--- config.mk ---
export PLATFORM = sky130hd
export DESIGN_NAME = fifo_write_arbiter_flat
export DESIGN_NICKNAME = d
export VERILOG_FILES = /design/src/rtl/fifo_write_arbiter_pkg.sv /design/src/rtl/fifo_write_arbiter_if.sv /design/src/rtl/fifo_write_arbiter_rr_select.sv /design/src/rtl/fifo_write_arbiter.sv /design/src/flat_wrapper.sv
export SDC_FILE = /design/constraint.sdc
export NUM_CORES = 1
export LEC_CHECK = 0
export CAP_MARGIN = 20
export CORE_UTILIZATION = 30
export DETAILED_ROUTE_END_ITERATION = 10
export GPL_ROUTABILITY_DRIVEN = 0
export GPL_TIMING_DRIVEN = 1
export PLACE_DENSITY = 0.86
export SETUP_SLACK_MARGIN = 0.5
export SLEW_MARGIN = 40
export SYNTH_ARGS = -nofsm -noshare
export SYNTH_HDL_FRONTEND = slang
export SYNTH_SLANG_ARGS = --single-unit
--- constraint.sdc ---
create_clock -name clk -period 4.6 [get_ports clk]
set_input_delay 0.46 -clock clk [delete_from_list [all_inputs] [get_ports clk]]
set_output_delay 0.46 -clock clk [all_outputs]
set_load 0.02 [all_outputs]
--- src/rtl/fifo_write_arbiter_pkg.sv ---
// Shared types for the FIFO write arbiter: FSM state, FIFO fill status and
// the round-robin successor helper.
package libfifo_pkg;

  typedef enum logic {
    ARB   = 1'b0,
    BURST = 1'b1
  } arb_state_e;

  typedef struct packed {
    logic full;
    logic empty;
  } fill_status_t;

  // Index that follows idx in a ring of n requesters.
  function automatic int unsigned rr_next(input int unsigned idx, input int unsigned n);
    if (idx + 32'd1 >= n) begin
      return 32'd0;
    end else begin
      return idx + 32'd1;
    end
  endfunction

endpackage

--- src/rtl/fifo_write_arbiter_if.sv ---
// Write-side link to a FIFO: data/strobe toward the FIFO, fill status back.
interface fifoConnect #(
  parameter int WIDTH = 32
) ();
  import libfifo_pkg::*;

  logic [WIDTH-1:0] datain;
  logic             write;
  logic             read;
  fill_status_t     fillStatus;

  modport reader (output datain, output write, output read, input fillStatus);
  modport master (output datain, output write, output read, input fillStatus);
  modport slave  (input datain, input write, input read, output fillStatus);

endinterface

--- src/rtl/fifo_write_arbiter_rr_select.sv ---
// Round-robin priority select: first set req bit strictly after rr_ptr,
// wrapping, so the last grant holder has the lowest priority.
module rr_select
  import libfifo_pkg::*;
#(
  parameter int NREQ = 4
) (
  input  logic [NREQ-1:0]         req,
  input  logic [$clog2(NREQ)-1:0] rr_ptr,
  output logic [$clog2(NREQ)-1:0] index,
  output logic                    valid
);

  localparam int PW = $clog2(NREQ);

  logic [PW-1:0] cand_v;
  logic          hit_v;

  // Walk the ring once starting at rr_ptr+1 and latch the first hit.
  always_comb begin
    cand_v = rr_ptr;
    hit_v  = 1'b0;
    index  = '0;
    valid  = 1'b0;
    for (int k = 0; k < NREQ; k++) begin
      cand_v = PW'(rr_next(32'(cand_v), 32'(NREQ)));
      hit_v  = req[cand_v] & ~valid;
      index  = hit_v ? cand_v : index;
      valid  = valid | hit_v;
    end
  end

endmodule

--- src/rtl/fifo_write_arbiter.sv ---
// Round-robin arbiter multiplexing NREQ word streams into one FIFO write
// port, holding each grant for up to MAXBURST words or until packet end.
module fifo_write_arbiter
  import libfifo_pkg::*;
#(
  parameter int NREQ     = 4,
  parameter int WIDTH    = 32,
  parameter int MAXBURST = 8
) (
  input  logic                       clk,
  input  logic                       reset_n,
  input  logic [NREQ-1:0]            req,
  input  logic [NREQ-1:0]            last,
  input  logic [NREQ-1:0][WIDTH-1:0] data,
  output logic [NREQ-1:0]            ack,
  output logic [$clog2(NREQ)-1:0]    owner,
  output logic                       busy,
  fifoConnect.reader                 link
);

  localparam int PW = $clog2(NREQ);
  localparam int CW = $clog2(MAXBURST + 1);

  arb_state_e    state_q, state_d;
  logic [PW-1:0] owner_q, owner_d;
  logic [PW-1:0] rr_ptr_q, rr_ptr_d;
  logic [CW-1:0] burst_cnt_q, burst_cnt_d;

  logic [PW-1:0]    sel_index_s;
  logic             sel_valid_s;
  logic [NREQ-1:0]  ack_s;
  logic             write_s;
  logic [WIDTH-1:0] datain_s;
  logic [CW-1:0]    cnt_inc_s;
  logic             unused_status_s;

  rr_select #(
    .NREQ (NREQ)
  ) u_rr_select (
    .req    (req),
    .rr_ptr (rr_ptr_q),
    .index  (sel_index_s),
    .valid  (sel_valid_s)
  );

  assign cnt_inc_s       = burst_cnt_q + CW'(1);
  assign unused_status_s = link.fillStatus.empty;

  // Next-state and same-cycle write strobe; ack is combinational so a word
  // moves on the edge where the requester offers it.
  always_comb begin
    state_d     = state_q;
    owner_d     = owner_q;
    rr_ptr_d    = rr_ptr_q;
    burst_cnt_d = burst_cnt_q;
    ack_s       = '0;
    write_s     = 1'b0;
    datain_s    = '0;
    case (state_q)
      ARB: begin
        if (sel_valid_s) begin
          owner_d     = sel_index_s;
          burst_cnt_d = '0;
          state_d     = BURST;
        end else begin
          state_d = ARB;
        end
      end
      BURST: begin
        datain_s = data[owner_q];
        if (!req[owner_q]) begin
          state_d  = ARB;
          rr_ptr_d = owner_q;
        end else if (!link.fillStatus.full) begin
          ack_s[owner_q] = 1'b1;
          write_s        = 1'b1;
          burst_cnt_d    = cnt_inc_s;
          if (last[owner_q] || (cnt_inc_s == CW'(MAXBURST))) begin
            state_d  = ARB;
            rr_ptr_d = owner_q;
          end else begin
            state_d = BURST;
          end
        end else begin
          state_d = BURST;
        end
      end
      default: begin
        state_d = ARB;
      end
    endcase
  end

  // Reset leaves rr_ptr on the top index so requester 0 is searched first.
  always_ff @(posedge clk or negedge reset_n) begin
    if (!reset_n) begin
      state_q     <= ARB;
      owner_q     <= '0;
      rr_ptr_q    <= PW'(NREQ - 1);
      burst_cnt_q <= '0;
    end else begin
      state_q     <= state_d;
      owner_q     <= owner_d;
      rr_ptr_q    <= rr_ptr_d;
      burst_cnt_q <= burst_cnt_d;
    end
  end

  assign ack         = ack_s;
  assign owner       = owner_q;
  assign busy        = (state_q == BURST);
  assign link.write  = write_s;
  assign link.read   = 1'b0;
  assign link.datain = datain_s;

endmodule

--- src/flat_wrapper.sv ---
// flat-port wrapper written by rule: the top's interface ports become plain ports
module fifo_write_arbiter_flat import libfifo_pkg::*;
#(
  parameter int NREQ     = 4,
  parameter int WIDTH    = 32,
  parameter int MAXBURST = 8
)
  (clk, reset_n, req, last, data, ack, owner, busy, link_datain, link_write, link_read, link_fillStatus);
  fifoConnect #(.WIDTH(WIDTH)) link_i ();
  input  logic clk;
  input  logic reset_n;
  input  logic [NREQ-1:0] req;
  input  logic [NREQ-1:0] last;
  input  logic [NREQ-1:0][WIDTH-1:0] data;
  output logic [NREQ-1:0] ack;
  output logic [$clog2(NREQ)-1:0] owner;
  output logic busy;
  output wire logic [$bits(link_i.datain)-1:0] link_datain;
  output wire logic [$bits(link_i.write)-1:0] link_write;
  output wire logic [$bits(link_i.read)-1:0] link_read;
  input wire logic [$bits(link_i.fillStatus)-1:0] link_fillStatus;
  assign link_datain = link_i.datain;
  assign link_write = link_i.write;
  assign link_read = link_i.read;
  assign link_i.fillStatus = link_fillStatus;
  fifo_write_arbiter #(.NREQ(NREQ), .WIDTH(WIDTH), .MAXBURST(MAXBURST)) u_core (.clk(clk), .reset_n(reset_n), .req(req), .last(last), .data(data), .ack(ack), .owner(owner), .busy(busy), .link(link_i));
endmodule
==> results of run 1 <==
==> state kept, by name (all words and copies together), names as in the netlist <==
signal,flops
u_core.burst_cnt_q,4
u_core.owner,2
u_core.rr_ptr_q,2
u_core.busy,1
==> final timing paths <==
check	start	to	slack, ns
max in group asynchronous	reset_n	u_core.rr_ptr_q[1]	3.77
setup reg to reg	u_core.owner[0]	u_core.rr_ptr_q[1]	2.61
hold reg to reg	u_core.burst_cnt_q[2]	u_core.burst_cnt_q[2]	0.53
setup / recovery	u_core.owner[0]	link_datain[19]	1.40
hold / removal	reset_n	u_core.burst_cnt_q[1]	0.51
min in group clk	u_core.burst_cnt_q[2]	u_core.burst_cnt_q[2]	0.53
==> layout make-up <==
type                            count  area, µm²  share of cell area (%)
Timing Repair Buffer              181       1800                    51.8
Multi-Input combinational cell    111       1300                    37.3
Inverter                            5       18.8                   0.539
Sequential cell                     9        229                    6.58
Tap cell                           70       87.6                    2.52
Clock buffer                        4       45.0                    1.29
==> kinds of logic after synthesis <==
group                      share of synthesized area (%)
and+or+nand+nor                                     19.4
muxes                                               49.3
buffers and inverters                               6.73
AOI/OAI and AO/OA                                   8.34
DFF                                                 13.9
adders and majority gates                           1.53
other                                              0.229
xor gates and xnor gates                           0.536
==> power by group <==
| part | total (mW) | leakage (nW) | internal [mW] | switching [mW] |
|---|---|---|---|---|
| sequential | 0.206 | 0.111 | 0.116 | 0.0906 |
| clock | 0.0931 | 0.0228 | 0.0605 | 0.0327 |
| combinational | 1.43 | 1.13 | 0.814 | 0.614 |
| total | 1.73 | 1.26 | 0.990 | 0.738 |
==> routing by layer <==
metal / share of wire, % / vias up / global-route usage [%]
met5: 0 / - / 0
met4: 2.1 / 0 / 7.20
met3: 8.8 / 16 / 4.89
met2: 52 / 82 / 40.9
met1: 37 / 911 / 23.3
li1: - / 886 / -
==> synth_stat cells <==
| master | number |
|---|---|
| sky130_fd_sc_hd__mux4_2 | 34 |
| sky130_fd_sc_hd__and2_1 | 32 |
| sky130_fd_sc_hd__o21ai_0 | 9 |
| sky130_fd_sc_hd__dfrtp_1 | 7 |
| sky130_fd_sc_hd__clkbuf_1 | 5 |
| sky130_fd_sc_hd__inv_1 | 5 |
| sky130_fd_sc_hd__nand2_1 | 5 |
| sky130_fd_sc_hd__buf_2 | 4 |
| sky130_fd_sc_hd__buf_6 | 4 |
| sky130_fd_sc_hd__nand3_1 | 4 |
| sky130_fd_sc_hd__nor3b_1 | 3 |
| sky130_fd_sc_hd__o211ai_1 | 3 |
| sky130_fd_sc_hd__dfstp_2 | 2 |
| sky130_fd_sc_hd__ha_1 | 2 |
| sky130_fd_sc_hd__mux2_4 | 2 |
| sky130_fd_sc_hd__nor3_1 | 2 |
| sky130_fd_sc_hd__a21boi_0 | 1 |
| sky130_fd_sc_hd__a21oi_1 | 1 |
| sky130_fd_sc_hd__a31oi_4 | 1 |
| sky130_fd_sc_hd__and3_1 | 1 |
| sky130_fd_sc_hd__and3b_1 | 1 |
| sky130_fd_sc_hd__buf_4 | 1 |
| sky130_fd_sc_hd__conb_1 | 1 |
| sky130_fd_sc_hd__mux2i_1 | 1 |
| sky130_fd_sc_hd__nand2_2 | 1 |
| sky130_fd_sc_hd__nand3_2 | 1 |
| sky130_fd_sc_hd__nor2b_1 | 1 |
| sky130_fd_sc_hd__nor4b_1 | 1 |
| sky130_fd_sc_hd__o2111ai_1 | 1 |
| sky130_fd_sc_hd__o21ba_2 | 1 |
| sky130_fd_sc_hd__o41ai_2 | 1 |
| sky130_fd_sc_hd__xor2_1 | 1 |
==> per-stage QoR <==
step	hold WS [ns]	cell area, µm²
after floorplan	0.164	1640
after global placement	0.502	3440
after detailed placement	0.520	3440
after CTS	0.526	3480
after global routing	0.544	3480
final	0.512	3480
==> worst max-delay path: stages, from the launching register on <==
cell                              delay, ns
sky130_fd_sc_hd__dfrtp_2               0.75
sky130_fd_sc_hd__buf_4                 0.46
sky130_fd_sc_hd__mux4_2                0.57
sky130_fd_sc_hd__and2_1                0.17
sky130_fd_sc_hd__clkdlybuf4s50_1       0.54
==> impl_results.html, run 1 <==
<table>
<tr><th>Metric</th><th>Value</th></tr>
<tr><th colspan="2">Run status</th></tr>
<tr><td>Outcome</td><td>completed</td></tr>
<tr><th colspan="2">Layout</th></tr>
<tr><td>Final core utilization</td><td>67.3%</td></tr>
<tr><td># nets final</td><td>453</td></tr>
<tr><td>Most common library cell in the layout ignoring fill and taps</td><td>sky130_fd_sc_hd__clkdlybuf4s50_1</td></tr>
<tr><td>Number of diodes added for antenna fixing</td><td>0</td></tr>
<tr><td>Commonest non-fill, non-tap cells in the layout</td><td>sky130_fd_sc_hd__clkdlybuf4s50_1 (178), sky130_fd_sc_hd__mux4_2 (34), sky130_fd_sc_hd__and2_1 (32)</td></tr>
<tr><td>Ratio of cells with drive above 1 in the final layout</td><td>16.1%</td></tr>
<tr><td>Synth-to-Final Area Change</td><td>113%</td></tr>
<tr><td>Number of standard cells in the final layout excluding fillers</td><td>380</td></tr>
<tr><td>Number of inserted filler cells in the final layout</td><td>414</td></tr>
<tr><th colspan="2">Yosys</th></tr>
<tr><td>Number of nets produced by synthesis</td><td>281</td></tr>
<tr><td>Synth unique cells</td><td>32</td></tr>
<tr><td>Leading cell types by total area after synthesis</td><td>sky130_fd_sc_hd__mux4_2 (47%), sky130_fd_sc_hd__and2_1 (12%), sky130_fd_sc_hd__dfrtp_1 (11%)</td></tr>
<tr><td>Number of storage elements in the synthesis netlist</td><td>9</td></tr>
<tr><td>Sequential area share after synthesis</td><td>13.9%</td></tr>
<tr><td>Gate count after technology mapping</td><td>139</td></tr>
<tr><td>Post-synth top area cell</td><td>sky130_fd_sc_hd__mux4_2</td></tr>
<tr><td>Netlist area before placement</td><td>1640 µm²</td></tr>
<tr><td>Area share of the largest cell type after synthesis</td><td>46.8%</td></tr>
<tr><td>Mean cell area of the mapped netlist</td><td>11.8 µm²</td></tr>
<tr><td>Number of warnings reported in the yosys synthesis log</td><td>0</td></tr>
<tr><th colspan="2">Clocking</th></tr>
<tr><td>Number of buffers on the longest clock path</td><td>2</td></tr>
<tr><td>Setup repair bufs after CTS</td><td>0</td></tr>
<tr><td>CTS resizes</td><td>0</td></tr>
<tr><td>TritonCTS Buffers</td><td>3</td></tr>
<tr><td>Skew-Pair Late Insertion Delay</td><td>0.24 ns</td></tr>
<tr><td>Number of H-tree levels</td><td>1</td></tr>
<tr><td>Clock tree from TritonCTS</td><td>yes</td></tr>
<tr><td>Reg clk slew, reported paths</td><td>0.05 ns</td></tr>
<tr><td>Hold buffer count at cts</td><td>0</td></tr>
<tr><td>Clock tree root buffer cell</td><td>sky130_fd_sc_hd__clkbuf_8</td></tr>
<tr><td>Number of clock sinks</td><td>9</td></tr>
<tr><th colspan="2">Die</th></tr>
<tr><td>I/O pins</td><td>181</td></tr>
<tr><td>Standard-cell row count</td><td>26</td></tr>
<tr><td>Die area</td><td>5750 µm²</td></tr>
<tr><td>Initial standard-cell utilization of the core</td><td>31.6%</td></tr>
<tr><td>Core region area</td><td>5170 µm²</td></tr>
<tr><td>Die height</td><td>75.8 µm</td></tr>
<tr><td>Die W</td><td>75.8 µm</td></tr>
<tr><th colspan="2">Timing</th></tr>
<tr><td>Summed negative setup slack over all endpoints</td><td>0 ns</td></tr>
<tr><td>Fin. Hold Viols</td><td>0</td></tr>
<tr><td>Peak Freq</td><td>312 MHz</td></tr>
<tr><td>Slew headroom</td><td>46.6%</td></tr>
<tr><td>Setup Skew</td><td>0.00414 ns</td></tr>
<tr><td>Min Clock Period, post-route</td><td>3.20 ns</td></tr>
<tr><td>Post-route setup slack</td><td>1.40 ns</td></tr>
<tr><td>RSZ-0062 raised after global routing</td><td>false</td></tr>
<tr><td>Actual slew at the worst max-slew pin</td><td>0.793 ns</td></tr>
<tr><td>Setup violations, final</td><td>0</td></tr>
<tr><td>Final critical-path share of the clock period</td><td>69.6%</td></tr>
<tr><td>Final number of max-transition violations</td><td>0</td></tr>
<tr><th colspan="2">Power</th></tr>
<tr><td>Power density cells</td><td>496 nW/µm²</td></tr>
<tr><td>IR drop worst, VDD</td><td>0.401 mV</td></tr>
<tr><td>Final Power</td><td>1.73 mW</td></tr>
<tr><td>Standby leakage power</td><td>1.26 nW</td></tr>
<tr><th colspan="2">Global route</th></tr>
<tr><td>Number of global-route vias before repair</td><td>1928</td></tr>
<tr><td>Maximum number of pins on one net before global-route repair</td><td>36</td></tr>
<tr><td>Tot GR Track Use</td><td>21.5%</td></tr>
<tr><td>Initial antenna violation count</td><td>0</td></tr>
<tr><td>Remaining global-route overflow</td><td>0</td></tr>
<tr><td>Wire length of the first global-routing pass</td><td>9.26 mm</td></tr>
<tr><th colspan="2">Detailed routing</th></tr>
<tr><td>Number of DRC markers in iteration 0</td><td>42</td></tr>
<tr><td>Post-Route WL</td><td>6.76 mm</td></tr>
<tr><td>Via count</td><td>1895</td></tr>
<tr><td>Detailed Routing Iterations Pass 1</td><td>4</td></tr>
<tr><td>Post-route antenna net violation count</td><td>0</td></tr>
<tr><td>Routed wire length per instance</td><td>17.8 µm</td></tr>
<tr><td>Via-to-Cell Ratio</td><td>4.99</td></tr>
<tr><td>Remaining DRCs</td><td>0</td></tr>
<tr><th colspan="2">Worst setup path</th></tr>
<tr><td>Maximum fanout count along the critical path</td><td>22</td></tr>
<tr><td>Endpoint kind of the worst setup timing path</td><td>primary output</td></tr>
<tr><td>Cells on worst reg2reg path</td><td>3</td></tr>
<tr><td>Req. time, crit path</td><td>4.14 ns</td></tr>
<tr><td>Worst setup SP type</td><td>flip-flop</td></tr>
<tr><td>Critical path type</td><td>flip-flop to primary output</td></tr>
<tr><td>Data arrival time of the critical path</td><td>2.74 ns</td></tr>
<tr><th colspan="2">Placed design</th></tr>
<tr><td>Number of buffers added on ports</td><td>178</td></tr>
<tr><td>Detailed placer's ending HPWL</td><td>5.56 mm</td></tr>
<tr><td>Cells after DPL</td><td>376</td></tr>
<tr><td>Worst setup slack before clock tree synthesis</td><td>1.58 ns</td></tr>
<tr><th colspan="2">Min path</th></tr>
<tr><td>Hold Path Class</td><td>primary input to async pin</td></tr>
<tr><th colspan="2">Run</th></tr>
<tr><td>Number of max-cap violations</td><td>0</td></tr>
</table>
No activity file was read; power rests on OpenSTA's default activity.
==> run 2, diff against run 1 <==
CORE_UTILIZATION = 28   (was 30)
PLACE_DENSITY = 0.81   (was 0.86)
clock period = 3 ns   (was 4.6 ns; I/O delays follow)
==> run 2 against run 1 <==
Cell count rose by 1.6%. Global-route usage rose by 0.62 points. Critical path depth rose by 1. Hold slack got worse by 0.15 ns. Register-to-register slack got worse by 1.4 ns. Largest cell class unchanged. Clock power rose by 55%.
==> impl_results.html, run 2 (same netlist as run 1, synthesis figures left out) <==
<table>
<tr><th>Metric</th><th>Value</th></tr>
<tr><th colspan="2">Worst setup path</th></tr>
<tr><td>Req. time, crit path</td><td>2.70 ns (-1.44 ns)</td></tr>
<tr><td>Top cell by count, worst path</td><td>sky130_fd_sc_hd__clkdlybuf4s50_1</td></tr>
<tr><td>Cells on worst reg2reg path</td><td>5 (+2)</td></tr>
<tr><td>Number of buffers and inverters on the critical path</td><td>3 (+1)</td></tr>
<tr><td>Endpoint kind of the worst setup timing path</td><td>primary output</td></tr>
<tr><td>Slowest cell on the critical path</td><td>sky130_fd_sc_hd__mux4_2</td></tr>
<tr><td>Maximum fanout count along the critical path</td><td>10 (-55%)</td></tr>
<tr><td>Data arrival time of the critical path</td><td>2.16 ns (-0.58 ns)</td></tr>
<tr><td>Critical path type</td><td>primary input to primary output</td></tr>
<tr><td>Endpoint of the worst-slack reg-to-reg timing path</td><td>u_core.rr_ptr_q[0]</td></tr>
<tr><td>Worst reg2reg setup slack</td><td>1.22 ns (-1.39 ns)</td></tr>
<tr><td>CP max stage delay</td><td>0.55 ns (-0.20 ns)</td></tr>
<tr><td>Worst setup SP type</td><td>primary input</td></tr>
<tr><td>Worst reg2reg path startpoint</td><td>u_core.owner[0]</td></tr>
<tr><td>Critical path, cell by cell</td><td>clkdlybuf4s50_1 &gt; mux4_2 &gt; nand3_2 &gt; inv_1 &gt; clkdlybuf4s50_1</td></tr>
<tr><td>Gate family responsible for the most delay along the worst path</td><td>buffers and inverters</td></tr>
<tr><th colspan="2">Die</th></tr>
<tr><td>Initial standard-cell utilization of the core</td><td>29.3% (-2.3 points)</td></tr>
<tr><td>Standard-cell row count</td><td>27 (+3.8%)</td></tr>
<tr><td>Die height</td><td>78.4 µm (+3.4%)</td></tr>
<tr><td>Core region area</td><td>5570 µm² (+7.8%)</td></tr>
<tr><td>I/O pins</td><td>181 (unchanged)</td></tr>
<tr><td>Die W</td><td>78.4 µm (+3.4%)</td></tr>
<tr><td>Die area</td><td>6150 µm² (+6.9%)</td></tr>
<tr><th colspan="2">Layout</th></tr>
<tr><td>Final core utilization</td><td>64.6% (-2.7 points)</td></tr>
<tr><td># nets final</td><td>457 (+0.88%)</td></tr>
<tr><td>Number of diodes added for antenna fixing</td><td>0 (unchanged)</td></tr>
<tr><td>Flip-flop count of the largest register, all copies and words added</td><td>4 (unchanged)</td></tr>
<tr><td>Most common library cell in the layout ignoring fill and taps</td><td>sky130_fd_sc_hd__clkdlybuf4s50_1</td></tr>
<tr><td>Most flop-heavy register</td><td>u_core.burst_cnt_q</td></tr>
<tr><td>Number of inserted filler cells in the final layout</td><td>438 (+5.8%)</td></tr>
<tr><td>Ratio of cells with drive above 1 in the final layout</td><td>17.2% (+1.1 points)</td></tr>
<tr><td>Commonest non-fill, non-tap cells in the layout</td><td>sky130_fd_sc_hd__clkdlybuf4s50_1 (159), sky130_fd_sc_hd__mux4_2 (34), sky130_fd_sc_hd__and2_1 (32)</td></tr>
<tr><td>Synth-to-Final Area Change</td><td>120%</td></tr>
<tr><th colspan="2">Detailed routing</th></tr>
<tr><td>Post-Route WL</td><td>7.05 mm (+4.2%)</td></tr>
<tr><td>Post-route antenna net violation count</td><td>0 (unchanged)</td></tr>
<tr><td>Number of DRC markers in iteration 0</td><td>35 (-17%)</td></tr>
<tr><td>Detailed Routing Iterations Pass 1</td><td>4 (unchanged)</td></tr>
<tr><td>Remaining DRCs</td><td>0 (unchanged)</td></tr>
<tr><td>Via count</td><td>1930 (+1.8%)</td></tr>
<tr><td>Via-to-Cell Ratio</td><td>5.00 (+0.26%)</td></tr>
<tr><td>Routed wire length per instance</td><td>18.3 µm (+2.6%)</td></tr>
<tr><th colspan="2">Clocking</th></tr>
<tr><td>Reg clk slew, reported paths</td><td>0.05 ns (about the same)</td></tr>
<tr><td>Skew-Pair Late Insertion Delay</td><td>0.23 ns (about the same)</td></tr>
<tr><td>TritonCTS Buffers</td><td>3 (unchanged)</td></tr>
<tr><td>Number of buffers on the longest clock path</td><td>2 (unchanged)</td></tr>
<tr><td>Number of clock sinks</td><td>9 (unchanged)</td></tr>
<tr><td>Number of H-tree levels</td><td>1 (unchanged)</td></tr>
<tr><td>Clock tree root buffer cell</td><td>sky130_fd_sc_hd__clkbuf_8</td></tr>
<tr><td>Clock tree from TritonCTS</td><td>yes</td></tr>
<tr><th colspan="2">Global route</th></tr>
<tr><td>Maximum number of pins on one net before global-route repair</td><td>41 (+14%)</td></tr>
<tr><td>Number of global-route vias before repair</td><td>1999 (+3.7%)</td></tr>
<tr><td>Remaining global-route overflow</td><td>0 (unchanged)</td></tr>
<tr><td>Initial antenna violation count</td><td>0 (unchanged)</td></tr>
<tr><td>Wire length of the first global-routing pass</td><td>10.4 mm (+13%)</td></tr>
<tr><td>Tot GR Track Use</td><td>22.1% (+0.62 points)</td></tr>
<tr><th colspan="2">Run status</th></tr>
<tr><td>Outcome</td><td>completed</td></tr>
<tr><th colspan="2">Power</th></tr>
<tr><td>Power density cells</td><td>764 nW/µm² (+54%)</td></tr>
<tr><td>Standby leakage power</td><td>1.52 nW (+21%)</td></tr>
<tr><td>IR drop worst, VDD</td><td>0.752 mV (+87%)</td></tr>
<tr><th colspan="2">Timing</th></tr>
<tr><td>Final number of max-transition violations</td><td>0 (unchanged)</td></tr>
<tr><td>Min Clock Period, post-route</td><td>2.46 ns</td></tr>
<tr><td>Setup Skew</td><td>0.00209 ns (-0.00205 ns)</td></tr>
<tr><td>Final critical-path share of the clock period</td><td>82.2%</td></tr>
<tr><td>Summed negative setup slack over all endpoints</td><td>0 ns (unchanged)</td></tr>
<tr><td>Fin. Hold Viols</td><td>0 (unchanged)</td></tr>
<tr><td>Peak Freq</td><td>406 MHz</td></tr>
<tr><td>RSZ-0062 raised after global routing</td><td>true</td></tr>
<tr><td>Actual slew at the worst max-slew pin</td><td>0.558 ns (-0.235 ns)</td></tr>
<tr><td>Slew headroom</td><td>62.7% (+16 points)</td></tr>
<tr><td>Setup violations, final</td><td>0 (unchanged)</td></tr>
<tr><th colspan="2">Min path</th></tr>
<tr><td>Hold Path Class</td><td>primary input to async pin</td></tr>
<tr><th colspan="2">Placed design</th></tr>
<tr><td>Detailed placer's ending HPWL</td><td>5.54 mm (-0.47%)</td></tr>
<tr><td>Number of buffers added on ports</td><td>178 (unchanged)</td></tr>
<tr><th colspan="2">Run</th></tr>
<tr><td>Number of max-cap violations</td><td>0 (unchanged)</td></tr>
</table>
## run 2: stage by stage
| step | power, mW | hold WS (ns) | instance area, µm² | worst slack, ns | cells |
|---|---|---|---|---|---|
| 2_1_floorplan | 1.68 | 0.00441 | 1640 | 0.985 | 139 |
| 3_3_place_gp | 2.50 | 0.496 | 3450 | 0.367 | 378 |
| 3_5_place_dp | 2.55 | 0.523 | 3450 | 0.331 | 378 |
| 4_1_cts | 2.77 | 0.369 | 3540 | 0.509 | 385 |
| 5_1_grt | 2.90 | 0.405 | 3600 | 0.457 | 386 |
| 6_report | 2.75 | 0.363 | 3600 | 0.535 | 386 |
## run 2: cell type report
class | count | area [µm²] | area share, %
Timing Repair Buffer | 185 | 1910 | 53.0
Multi-Input combinational cell | 111 | 1310 | 36.4
Sequential cell | 9 | 229 | 6.36
Tap cell | 72 | 90.1 | 2.50
Clock buffer | 4 | 45.0 | 1.25
Inverter | 5 | 18.8 | 0.521
## run 2: repair_timing
| action | in CTS | in global routing |
|---|---|---|
| cloned | 1 | 0 |
| hold buffers | 0 | 0 |
| resized for setup | 4 | 16 |
| setup buffers | 2 | 1 |
| hold endpoints to repair | 0 | 0 |
| endpoints found under the setup margin | 36 | 32 |
## run 2: routing by layer
metal	share of wire (%)	track usage [%]	up-vias
li1	-	-	898
met1	37	23.6	925
met2	53	43.2	92
met3	7.6	5.00	15
met4	2.2	5.93	0
met5	0	0	-
## run 2: worst reg2reg max path: cells and delay by family, from the launching register on
kind / cells / cell delay [ns]
AO/OA/AOI/OAI: 1 / 0.16
flip-flops: 1 / 0.40
buffers and inverters: 2 / 0.30
multiplexers: 2 / 0.86
## run 2: power breakdown
group / internal (mW) / total, mW / switching (mW) / leakage (nW)
Clock: 0.0929 / 0.144 / 0.0509 / 0.0228
Combinational: 1.33 / 2.38 / 1.05 / 1.39
Sequential: 0.179 / 0.228 / 0.0490 / 0.111
Total: 1.60 / 2.75 / 1.15 / 1.52
## run 2: how the worst max path moves through the flow
| stage | from | end | depth (start not counted) |
|---|---|---|---|
| 3_5_place_dp | req[3] | ack[3] | 6 |
| 3_3_place_gp | req[3] | ack[3] | 6 |
| 4_1_cts | req[3] | link_write | 5 |
| 2_1_floorplan | u_core.owner[0] | ack[1] | 4 |
| 6_report | req[2] | link_write | 5 |
| 5_1_grt | req[2] | link_write | 5 |
